<file path="src/rtl/riscv_mc_pkg.sv">
// Shared encodings for the multicycle RISC-V control sequencer: states,
// opcodes, mux selects and the decoded control word.
package riscv_mc_pkg;

  typedef enum logic [3:0] {
    S_FETCH    = 4'd0,
    S_DECODE   = 4'd1,
    S_MEMADR   = 4'd2,
    S_MEMREAD  = 4'd3,
    S_MEMWB    = 4'd4,
    S_MEMWRITE = 4'd5,
    S_EXECR    = 4'd6,
    S_EXECI    = 4'd7,
    S_JAL      = 4'd8,
    S_ALUWB    = 4'd9,
    S_BEQ      = 4'd10,
    S_TRAP     = 4'd11
  } state_t;

  localparam logic [6:0] OP_LW  = 7'b0000011;
  localparam logic [6:0] OP_SW  = 7'b0100011;
  localparam logic [6:0] OP_R   = 7'b0110011;
  localparam logic [6:0] OP_I   = 7'b0010011;
  localparam logic [6:0] OP_BEQ = 7'b1100011;
  localparam logic [6:0] OP_JAL = 7'b1101111;

  localparam logic [1:0] ALUOP_ADD   = 2'b00;
  localparam logic [1:0] ALUOP_SUB   = 2'b01;
  localparam logic [1:0] ALUOP_FUNCT = 2'b10;

  localparam logic [1:0] IMM_I = 2'b00;
  localparam logic [1:0] IMM_S = 2'b01;
  localparam logic [1:0] IMM_B = 2'b10;
  localparam logic [1:0] IMM_J = 2'b11;

  localparam logic [1:0] SRCA_PC    = 2'b00;
  localparam logic [1:0] SRCA_OLDPC = 2'b01;
  localparam logic [1:0] SRCA_RS1   = 2'b10;

  localparam logic [1:0] SRCB_RS2  = 2'b00;
  localparam logic [1:0] SRCB_IMM  = 2'b01;
  localparam logic [1:0] SRCB_FOUR = 2'b10;

  localparam logic [1:0] RES_ALUOUT    = 2'b00;
  localparam logic [1:0] RES_DATA      = 2'b01;
  localparam logic [1:0] RES_ALURESULT = 2'b10;

  // irWrite/pcUpdate are raw; the top qualifies them with MemReady in FETCH
  typedef struct packed {
    logic       memReq;
    logic       irWrite;
    logic       adrSrc;
    logic       memWrite;
    logic       regWrite;
    logic       pcUpdate;
    logic       branch;
    logic [1:0] aluSrcA;
    logic [1:0] aluSrcB;
    logic [1:0] aluOp;
    logic [1:0] resultSrc;
  } ctrl_t;

  function automatic logic [1:0] immSrcOf(input logic [6:0] op);
    case (op)
      OP_SW:   return IMM_S;
      OP_BEQ:  return IMM_B;
      OP_JAL:  return IMM_J;
      default: return IMM_I;
    endcase
  endfunction

endpackage

</file>
<file path="src/rtl/mc_ctrl_outputs.sv">
// Combinational state -> control-word decode for the multicycle sequencer,
// plus the immediate-format select taken straight from the opcode.
module mc_ctrl_outputs
  import riscv_mc_pkg::*;
(
  input  state_t     state,
  input  logic [6:0] op,
  output ctrl_t      ctrl,
  output logic [1:0] immSrc
);

  assign immSrc = immSrcOf(op);

  always_comb begin
    ctrl = '0;
    case (state)
      S_FETCH: begin
        ctrl.memReq    = 1'b1;
        ctrl.irWrite   = 1'b1;
        ctrl.pcUpdate  = 1'b1;
        ctrl.aluSrcA   = SRCA_PC;
        ctrl.aluSrcB   = SRCB_FOUR;
        ctrl.aluOp     = ALUOP_ADD;
        ctrl.resultSrc = RES_ALURESULT;
      end
      S_DECODE: begin
        ctrl.aluSrcA = SRCA_OLDPC;
        ctrl.aluSrcB = SRCB_IMM;
        ctrl.aluOp   = ALUOP_ADD;
      end
      S_MEMADR: begin
        ctrl.aluSrcA = SRCA_RS1;
        ctrl.aluSrcB = SRCB_IMM;
        ctrl.aluOp   = ALUOP_ADD;
      end
      S_MEMREAD: begin
        ctrl.memReq = 1'b1;
        ctrl.adrSrc = 1'b1;
      end
      S_MEMWB: begin
        ctrl.resultSrc = RES_DATA;
        ctrl.regWrite  = 1'b1;
      end
      S_MEMWRITE: begin
        ctrl.memReq   = 1'b1;
        ctrl.adrSrc   = 1'b1;
        ctrl.memWrite = 1'b1;
      end
      S_EXECR: begin
        ctrl.aluSrcA = SRCA_RS1;
        ctrl.aluSrcB = SRCB_RS2;
        ctrl.aluOp   = ALUOP_FUNCT;
      end
      S_EXECI: begin
        ctrl.aluSrcA = SRCA_RS1;
        ctrl.aluSrcB = SRCB_IMM;
        ctrl.aluOp   = ALUOP_FUNCT;
      end
      S_JAL: begin
        ctrl.aluSrcA  = SRCA_OLDPC;
        ctrl.aluSrcB  = SRCB_FOUR;
        ctrl.aluOp    = ALUOP_ADD;
        ctrl.pcUpdate = 1'b1;
      end
      S_ALUWB: begin
        ctrl.resultSrc = RES_ALUOUT;
        ctrl.regWrite  = 1'b1;
      end
      S_BEQ: begin
        ctrl.aluSrcA = SRCA_RS1;
        ctrl.aluSrcB = SRCB_RS2;
        ctrl.aluOp   = ALUOP_SUB;
        ctrl.branch  = 1'b1;
      end
      default: ctrl = '0;
    endcase
  end

endmodule

</file>
<file path="src/rtl/multicycle_ctrl_fsm.sv">
// Multicycle RISC-V control sequencer: state register, next-state, MemReady
// gating and retire counter. Define ILLEGAL_OP_TRAP_EN to trap unsupported ops.
//
// state    | meaning
// FETCH    | read instruction at PC, wait for MemReady
// DECODE   | classify Op, precompute branch target
// MEMADR   | compute lw/sw address
// MEMREAD  | load access, wait for MemReady
// MEMWB    | write load data to register file
// MEMWRITE | store access, wait for MemReady
// EXECR    | R-type ALU operation
// EXECI    | I-type ALU operation
// JAL      | jump, link value computed
// ALUWB    | write ALU result to register file
// BEQ      | compare and conditionally branch
// TRAP     | unsupported Op seen, held until rst
module multicycle_ctrl_fsm
  import riscv_mc_pkg::*;
#(
  parameter int CNT_W = 32
) (
  input  logic             clk,
  input  logic             rst,
  input  logic [6:0]       Op,
  input  logic             Zero,
  input  logic             MemReady,
  output logic             MemReq,
  output logic             IRWrite,
  output logic             AdrSrc,
  output logic             MemWrite,
  output logic             RegWrite,
  output logic             PCWrite,
  output logic             Branch,
  output logic [1:0]       ALUSrcA,
  output logic [1:0]       ALUSrcB,
  output logic [1:0]       ALUOp,
  output logic [1:0]       ResultSrc,
  output logic [1:0]       ImmSrc,
  output logic [3:0]       State,
  output logic [CNT_W-1:0] RetireCnt,
  output logic             Illegal
);

  state_t state;
  state_t stateNext;
  ctrl_t  ctrl;
  logic   retire;
  logic   pcUpdate;

  mc_ctrl_outputs uCtrlOutputs (
    .state  (state),
    .op     (Op),
    .ctrl   (ctrl),
    .immSrc (ImmSrc)
  );

  always_comb begin
    stateNext = state;
    case (state)
      S_FETCH:    if (MemReady) stateNext = S_DECODE;
      S_DECODE: begin
        case (Op)
          OP_LW, OP_SW: stateNext = S_MEMADR;
          OP_R:         stateNext = S_EXECR;
          OP_I:         stateNext = S_EXECI;
          OP_BEQ:       stateNext = S_BEQ;
          OP_JAL:       stateNext = S_JAL;
`ifdef ILLEGAL_OP_TRAP_EN
          default:      stateNext = S_TRAP;
`else
          default:      stateNext = S_FETCH;
`endif
        endcase
      end
      S_MEMADR:   stateNext = (Op == OP_LW) ? S_MEMREAD : S_MEMWRITE;
      S_MEMREAD:  if (MemReady) stateNext = S_MEMWB;
      S_MEMWRITE: if (MemReady) stateNext = S_FETCH;
      S_EXECR, S_EXECI, S_JAL: stateNext = S_ALUWB;
      S_MEMWB, S_ALUWB, S_BEQ: stateNext = S_FETCH;
`ifdef ILLEGAL_OP_TRAP_EN
      S_TRAP:     stateNext = S_TRAP;
`endif
      default:    stateNext = S_FETCH;
    endcase
  end

  assign retire = (state == S_MEMWB) || (state == S_ALUWB) || (state == S_BEQ) ||
                  ((state == S_MEMWRITE) && MemReady);

  always_ff @(posedge clk or posedge rst) begin
    if (rst) begin
      state     <= S_FETCH;
      RetireCnt <= '0;
    end else begin
      state <= stateNext;
      if (retire) RetireCnt <= RetireCnt + CNT_W'(1);
    end
  end

  // FETCH only completes (IR load, PC+4) in the cycle memory answers
  assign pcUpdate = ctrl.pcUpdate & ((state != S_FETCH) | MemReady);

  assign MemReq    = ctrl.memReq & ~rst;
  assign IRWrite   = ctrl.irWrite & MemReady & ~rst;
  assign MemWrite  = ctrl.memWrite & ~rst;
  assign RegWrite  = ctrl.regWrite & ~rst;
  assign PCWrite   = (pcUpdate | (ctrl.branch & Zero)) & ~rst;
  assign AdrSrc    = ctrl.adrSrc;
  assign Branch    = ctrl.branch;
  assign ALUSrcA   = ctrl.aluSrcA;
  assign ALUSrcB   = ctrl.aluSrcB;
  assign ALUOp     = ctrl.aluOp;
  assign ResultSrc = ctrl.resultSrc;
  assign State     = state;

`ifdef ILLEGAL_OP_TRAP_EN
  assign Illegal = (state == S_TRAP);
`else
  assign Illegal = 1'b0;
`endif

endmodule

</file>
<file path="config.mk">
export PLATFORM = sky130hd
export DESIGN_NAME = multicycle_ctrl_fsm
export DESIGN_NICKNAME = d
export VERILOG_FILES = /design/src/rtl/riscv_mc_pkg.sv /design/src/rtl/mc_ctrl_outputs.sv /design/src/rtl/multicycle_ctrl_fsm.sv
export SDC_FILE = /design/constraint.sdc
export NUM_CORES = 1
export LEC_CHECK = 0
export BUFFER_PORTS_ARGS = -buffer_cell sky130_fd_sc_hd__buf_2
export CAP_MARGIN = 10
export CELL_PAD_IN_SITES_DETAIL_PLACEMENT = 1
export CELL_PAD_IN_SITES_GLOBAL_PLACEMENT = 1
export CORE_MARGIN = 5
export CORE_UTILIZATION = 30
export CTS_CLUSTER_SIZE = 8
export DETAILED_ROUTE_END_ITERATION = 8
export GPL_ROUTABILITY_DRIVEN = 0
export PLACE_DENSITY_LB_ADDON = 0.1
export SYNTH_ARGS = -nofsm -noshare
export SYNTH_HDL_FRONTEND = slang
export SYNTH_HIERARCHICAL = 1
export SYNTH_SLANG_ARGS = --single-unit
</file>
<file path="constraint.sdc">
create_clock -name clk -period 2 [get_ports clk]
set_input_delay 0.4 -clock clk [delete_from_list [all_inputs] [get_ports clk]]
set_output_delay 0.4 -clock clk [all_outputs]
set_load 0.01 [all_outputs]
</file>
Yosys cells after proc, flatten, opt, wreduce, memory -nomap -nowiden
Index checks and enable logic that the tools add are counted.
- word-level logic and storage cells: 62
- flip-flop bits (word level): 36
- output and inout bits: 54
- equality and inequality tests: 19
- reduce and logical (&&, ||, !) cells: 13
- bitwise gates (word level): 11
- $add $sub $neg: 1
- multiplexer cells: 16
- operators with widths (cell ; count):
    6-bit one-hot mux with 7 select lines ; 1
    32-bit by 1-bit adder with 32-bit output, second input constant ; 1
    4-bit one-hot mux with 6 select lines ; 1
    4-bit one-hot mux with 5 select lines ; 1
    4-bit by 3-bit equality test with 1-bit output, second input constant ; 4
    7-bit by 6-bit equality test with 1-bit output, second input constant ; 2
    7-bit equality test, second input constant ; 2
    4-bit equality test, second input constant ; 3
    4-bit two-way mux ; 3
    1-bit bitwise AND ; 8
    4-bit by 2-bit equality test with 1-bit output, second input constant ; 2
    2-bit OR reduction ; 4
    7-bit by 2-bit equality test with 1-bit output, second input constant ; 1
    7-bit by 5-bit equality test with 1-bit output, second input constant ; 1
    1-bit two-way mux ; 7
    2-bit inequality test, second input constant ; 3
    2-bit one-hot mux with 3 select lines ; 1
    3-bit OR reduction ; 2
    4-bit by 1-bit equality test with 1-bit output, second input constant ; 1
    4-bit zero test ; 1
    2-bit one-hot mux with 2 select lines ; 1
    4-bit nonzero test ; 1
    1-bit logical OR ; 3
    3-bit two-way mux ; 1
    other kinds (4) ; 5

Logic depth before layout (Yosys ltp)
- depth in word-level cells: 6
- depth in mapped cells: 7
- gate-level depth less buffers: 5

Hierarchy
The synthesis kept the hierarchy.
- modules (own cells, without submodules) (module ; seq. area each (um^2) ; area each (um^2) ; cells an instance ; times used):
    multicycle_ctrl_fsm ; 900.9 ; 1986.9 ; 196 ; 1
    mc_ctrl_outputs ; 0.0 ; 267.8 ; 34 ; 1

Worst setup path before layout
OpenSTA, ideal clock, no wires.
- kind: reg-to-output
- start point: register state[1], in the netlist State[1]
- end point: output port IRWrite
- slack: 0.033 ns
- data required time: 1.600 ns
- stages on the path, launching flop included: 5
- buffers on the path: 2
- arrival: 1.567 ns
- cell sequence: dfrtp_1 -> buf_4 -> nor4_1 -> buf_4 -> and3_1
- RTL lines (element ; line ; text):
    from (decl) ; multicycle_ctrl_fsm.sv:44 ; state_t state;
    from (signal assigned) ; multicycle_ctrl_fsm.sv:95 ; state <= stateNext;
    to (decl) ; multicycle_ctrl_fsm.sv:28 ; output logic IRWrite,

==> impl_summary.md <==
Run status
The flow ran to the end, and the final reports show no timing, DRC or antenna violations.

GRT
The number of global-route vias before repair came to 2112. Global routing used 12.7% of the available tracks. The total overflow reported by the global router is 0. The first global-routing pass estimated 10100 um of wire. The maximum number of pins on one net before global-route repair is 37.

The number of antenna violations at the first check in global routing came to 0.

Worst setup path
The setup slack on the worst flop-to-flop path is 0.09 ns. On the worst path, the slowest cell contributes a delay of 0.45 ns. The launching point of the worst reg2reg path is State[1]. Of all nets on the critical path, the largest fanout is 5. The data arrival time of the critical path is 1.59 ns. At the worst endpoint, the required time is 1.60 ns. The worst setup path is captured at an output pin. The path type of the worst setup path is flop to output pin. Traced cell by cell, the critical path runs through buf_6 > buf_4 > nand2b_4 > o22ai_2 > nor2b_2 > buf_2. For this design, the slowest cell found on the critical path is sky130_fd_sc_hd__dfrtp_2.

The worst register-to-register path ends at RetireCnt[20]. Measured in cells, the most critical reg-to-reg path has a length of 6. The worst setup path is launched from a flop.

Synthesis
The parity-gate share of the synthesized area counting xor and xnor cells is 14.0%. Of the total synthesized cell area, the portion taken by full adders, half adders and majority gates is 0.555%. After synthesis the netlist holds a flip-flop and latch count of 36. Summing the sequential cell areas from Yosys gives 40.0% of the chip area.

The share of flip-flops with an asynchronous set or reset after synthesis is 100%. The prevailing post-synth register cell is sky130_fd_sc_hd__dfrtp_1. After synthesis, the largest family of logic cells by area is simple AND/OR/NAND/NOR gates. In this run, distinct cell masters in the synthesized netlist total 53.

The portion of synthesized area spent on multiplexers is 0.499%. Counting every instance in the synthesized netlist gives 230. After synthesis the cells add up to 2250 um^2. The number of nets handed over by synthesis was 242.

In this run, synthesis inferred 0 flip-flops with an integrated enable. The number of warnings issued by yosys is 6. The post-synthesis compound-gate area fraction is 8.60%. The simple-gate area share of the yosys netlist is 30.5%.

The average instance in the mapped netlist occupies 9.80 um^2.

Timing
The final count of pins violating max slew is 0. The total negative setup slack is 0 ns. The final clock skew is 0.00773 ns. Based on the critical path, the design can be clocked at up to 503 MHz. Hold is met by 0.300 ns.

Setup violations remaining at the end of the flow were counted as 0. The number of hold violations in the final report was 0. Setup repair after global routing could not meet its margin everywhere.

The smallest clock period supported by the final layout is computed as 1.99 ns. Dividing the final minimum period by the clock period gives 99.4%. The smallest setup slack after layout is 0.0118 ns.

Routing
Dividing the detail-routed wire length by the instance count gives 14.4 um. The first TritonRoute pass finished after 4 iterations. The final routed DRC violation total is 0. The DRC marker count from the first detailed-route iteration is 59.

The average vias per placed instance is 4.93. The detailed-route via count is 2045. In this run the remaining antenna-violating nets after routing total 0. The routed design has 5990 um of wire.

CTS
The clock drives 36 sinks. TritonCTS built the clock tree. The clock latency reported for the late side of the worst-skew pair is 0.29 ns.

In this run the clock root is driven by a sky130_fd_sc_hd__clkbuf_8. The clock transition at the register clock pins on the worst setup and hold paths after CTS is 0.07 ns. The maximum number of buffers from clock root to sink is 2. The H-tree was split into 2 levels.

In this run, CTS created clock tree buffers numbering 5.

Place
The number of I/O port buffers is 63. The post-place setup slack is 0.0171 ns. The total placed instance area is 2750 um^2. The half-perimeter wire length after placement is 4520 um.

Final layout
The post-route core utilization is 40.7%. The layout net count is 328. The final antenna diode count is 0. Once layout is done, the placed cells without fillers occupy 2970 um^2. Of the cells placed in the final design, the portion with a size suffix greater than 1 is 39.9%. The area growth from synthesis to layout is 31.6%.

Hold path
The path category of the worst min-delay check is primary input to asynchronous set/reset pin.

Die
The die outline height is 96.7 um. The floorplan die width is 96.7 um. The total area inside the core boundary comes to 7290 um^2. The area of the die is 9350 um^2.

The number of top-level design ports is 65. In this run the core area contains 31 standard-cell rows. Once the floorplan was initialized, standard cells occupied 30.9% of the core.

Job
Max-cap violations in this run came to 0.

Pwr
The maximum vdd drop is 0.196 mV. The static leakage is 1.51 nW. For this design the ratio of total power to cell area is 747 nW/um^2.
## power by group
part	internal, mW	total (mW)	switching, mW
logic	0.420	0.861	0.441
clock network	0.237	0.492	0.255
registers	0.786	0.862	0.0755
total	1.44	2.21	0.772
## worst max path at each step
| stage | start | end | slack [ns] | cells after the start |
|---|---|---|---|---|
| final | State[2] | MemReq | 0.01 | 6 |
| after floorplan | State[1] | IRWrite | 0.03 | 4 |
| after global placement | State[2] | RetireCnt[25] | 0.09 | 6 |
| after CTS | State[3] | RegWrite | 0.0007 | 5 |
| after detailed placement | State[2] | RetireCnt[25] | 0.02 | 6 |
| after global routing | State[2] | MemReq | -0.06 | 6 |
## logic make-up after synthesis
logic type | count (synthesis)
compound gates | 26
xor+xnor | 36
fa+ha+maj | 1
buf+inv | 18
flops | 36
mux | 1
other cells | 1
simple gates | 111
## worst max-delay path: cells and delay by family (launching register included)
kind	cells	cell delay [ns]
flops	1	0.45
buf+inv	3	0.41
simple gates	2	0.29
compound gates	1	0.15
## sequential cells by signal, summed over array words and instances (netlist names)
name       count
State          4
RetireCnt     32
## cells in the mapped netlist, types with 2 or more instances
cell type | number | area, um^2
sky130_fd_sc_hd__dfrtp_1 | 36 | 901
sky130_fd_sc_hd__xor2_1 | 26 | 228
sky130_fd_sc_hd__nor2_1 | 19 | 71.3
sky130_fd_sc_hd__nand2_1 | 17 | 63.8
sky130_fd_sc_hd__nor3_1 | 11 | 55.1
sky130_fd_sc_hd__xnor2_1 | 10 | 87.6
sky130_fd_sc_hd__nand3_1 | 9 | 45.0
sky130_fd_sc_hd__nand4_1 | 9 | 56.3
sky130_fd_sc_hd__inv_1 | 6 | 22.5
sky130_fd_sc_hd__o21ai_0 | 6 | 30.0
sky130_fd_sc_hd__buf_4 | 5 | 37.5
sky130_fd_sc_hd__nand3b_1 | 5 | 37.5
sky130_fd_sc_hd__nor2b_1 | 5 | 31.3
sky130_fd_sc_hd__and3_1 | 4 | 25.0
sky130_fd_sc_hd__nor3_2 | 4 | 40.0
sky130_fd_sc_hd__a21oi_1 | 3 | 15.0
sky130_fd_sc_hd__and4_1 | 3 | 26.3
sky130_fd_sc_hd__and4bb_2 | 3 | 37.5
sky130_fd_sc_hd__buf_6 | 3 | 33.8
sky130_fd_sc_hd__nor4_2 | 3 | 37.5
sky130_fd_sc_hd__or2_2 | 3 | 18.8
sky130_fd_sc_hd__a21oi_2 | 2 | 17.5
sky130_fd_sc_hd__a22o_1 | 2 | 17.5
sky130_fd_sc_hd__a31oi_1 | 2 | 12.5
sky130_fd_sc_hd__clkbuf_8 | 2 | 27.5
sky130_fd_sc_hd__nand2b_1 | 2 | 12.5
sky130_fd_sc_hd__nor4b_1 | 2 | 17.5
sky130_fd_sc_hd__o22ai_1 | 2 | 12.5
sky130_fd_sc_hd__or3b_1 | 2 | 17.5
## through the flow
stage / instances / power (mW)
2_1_floorplan: 230 / 1.38
3_3_place_gp: 400 / 1.65
3_5_place_dp: 400 / 1.66
4_1_cts: 413 / 2.21
5_1_grt: 415 / 2.36
6_report: 415 / 2.21
## what timing repair did
| item | 4_1_cts | 5_1_grt |
|---|---|---|
| setup endpoints to repair | 2 | 15 |
| pin swaps | 0 | 3 |
| hold buffers | 0 | 0 |
| setup buffers | 6 | 2 |
| gates resized for setup | 5 | 14 |
## layer usage
metal | vias up | track usage [%] | wire (um)
li1 | 987 | - | -
met1 | 1011 | 17.7 | 3010
met2 | 41 | 19.5 | 2680
met3 | 6 | 2.95 | 231
met4 | 0 | 3.56 | 68
met5 | - | 0 | 0
## placed cells by master (no fill, tap or decap), types with 4 or more instances in the layout
master,n
sky130_fd_sc_hd__xor2_1,25
sky130_fd_sc_hd__nand2_1,17
sky130_fd_sc_hd__nand3_1,9
sky130_fd_sc_hd__nor2b_1,4
sky130_fd_sc_hd__buf_6,4
sky130_fd_sc_hd__clkbuf_8,5
sky130_fd_sc_hd__nor3_2,6
sky130_fd_sc_hd__nand3b_1,5
sky130_fd_sc_hd__buf_2,63
sky130_fd_sc_hd__nor2_1,19
sky130_fd_sc_hd__inv_1,6
sky130_fd_sc_hd__buf_4,22
sky130_fd_sc_hd__nand4_1,9
sky130_fd_sc_hd__dfrtp_1,35
sky130_fd_sc_hd__xnor2_1,10
sky130_fd_sc_hd__and3_1,4
sky130_fd_sc_hd__nor3_1,9
sky130_fd_sc_hd__o21ai_0,5
## layout make-up
class / count / area [um^2]
sequential: 36 / 902
timing repair buffer: 91 / 566
multi-input combinational: 176 / 1270
inverter: 6 / 22.5
fill: 891 / 4330
clock buffer: 6 / 72.6
clock inverter: 1 / 5.00
tap: 99 / 124
Note: power is estimated with default switching activity, not from simulation.
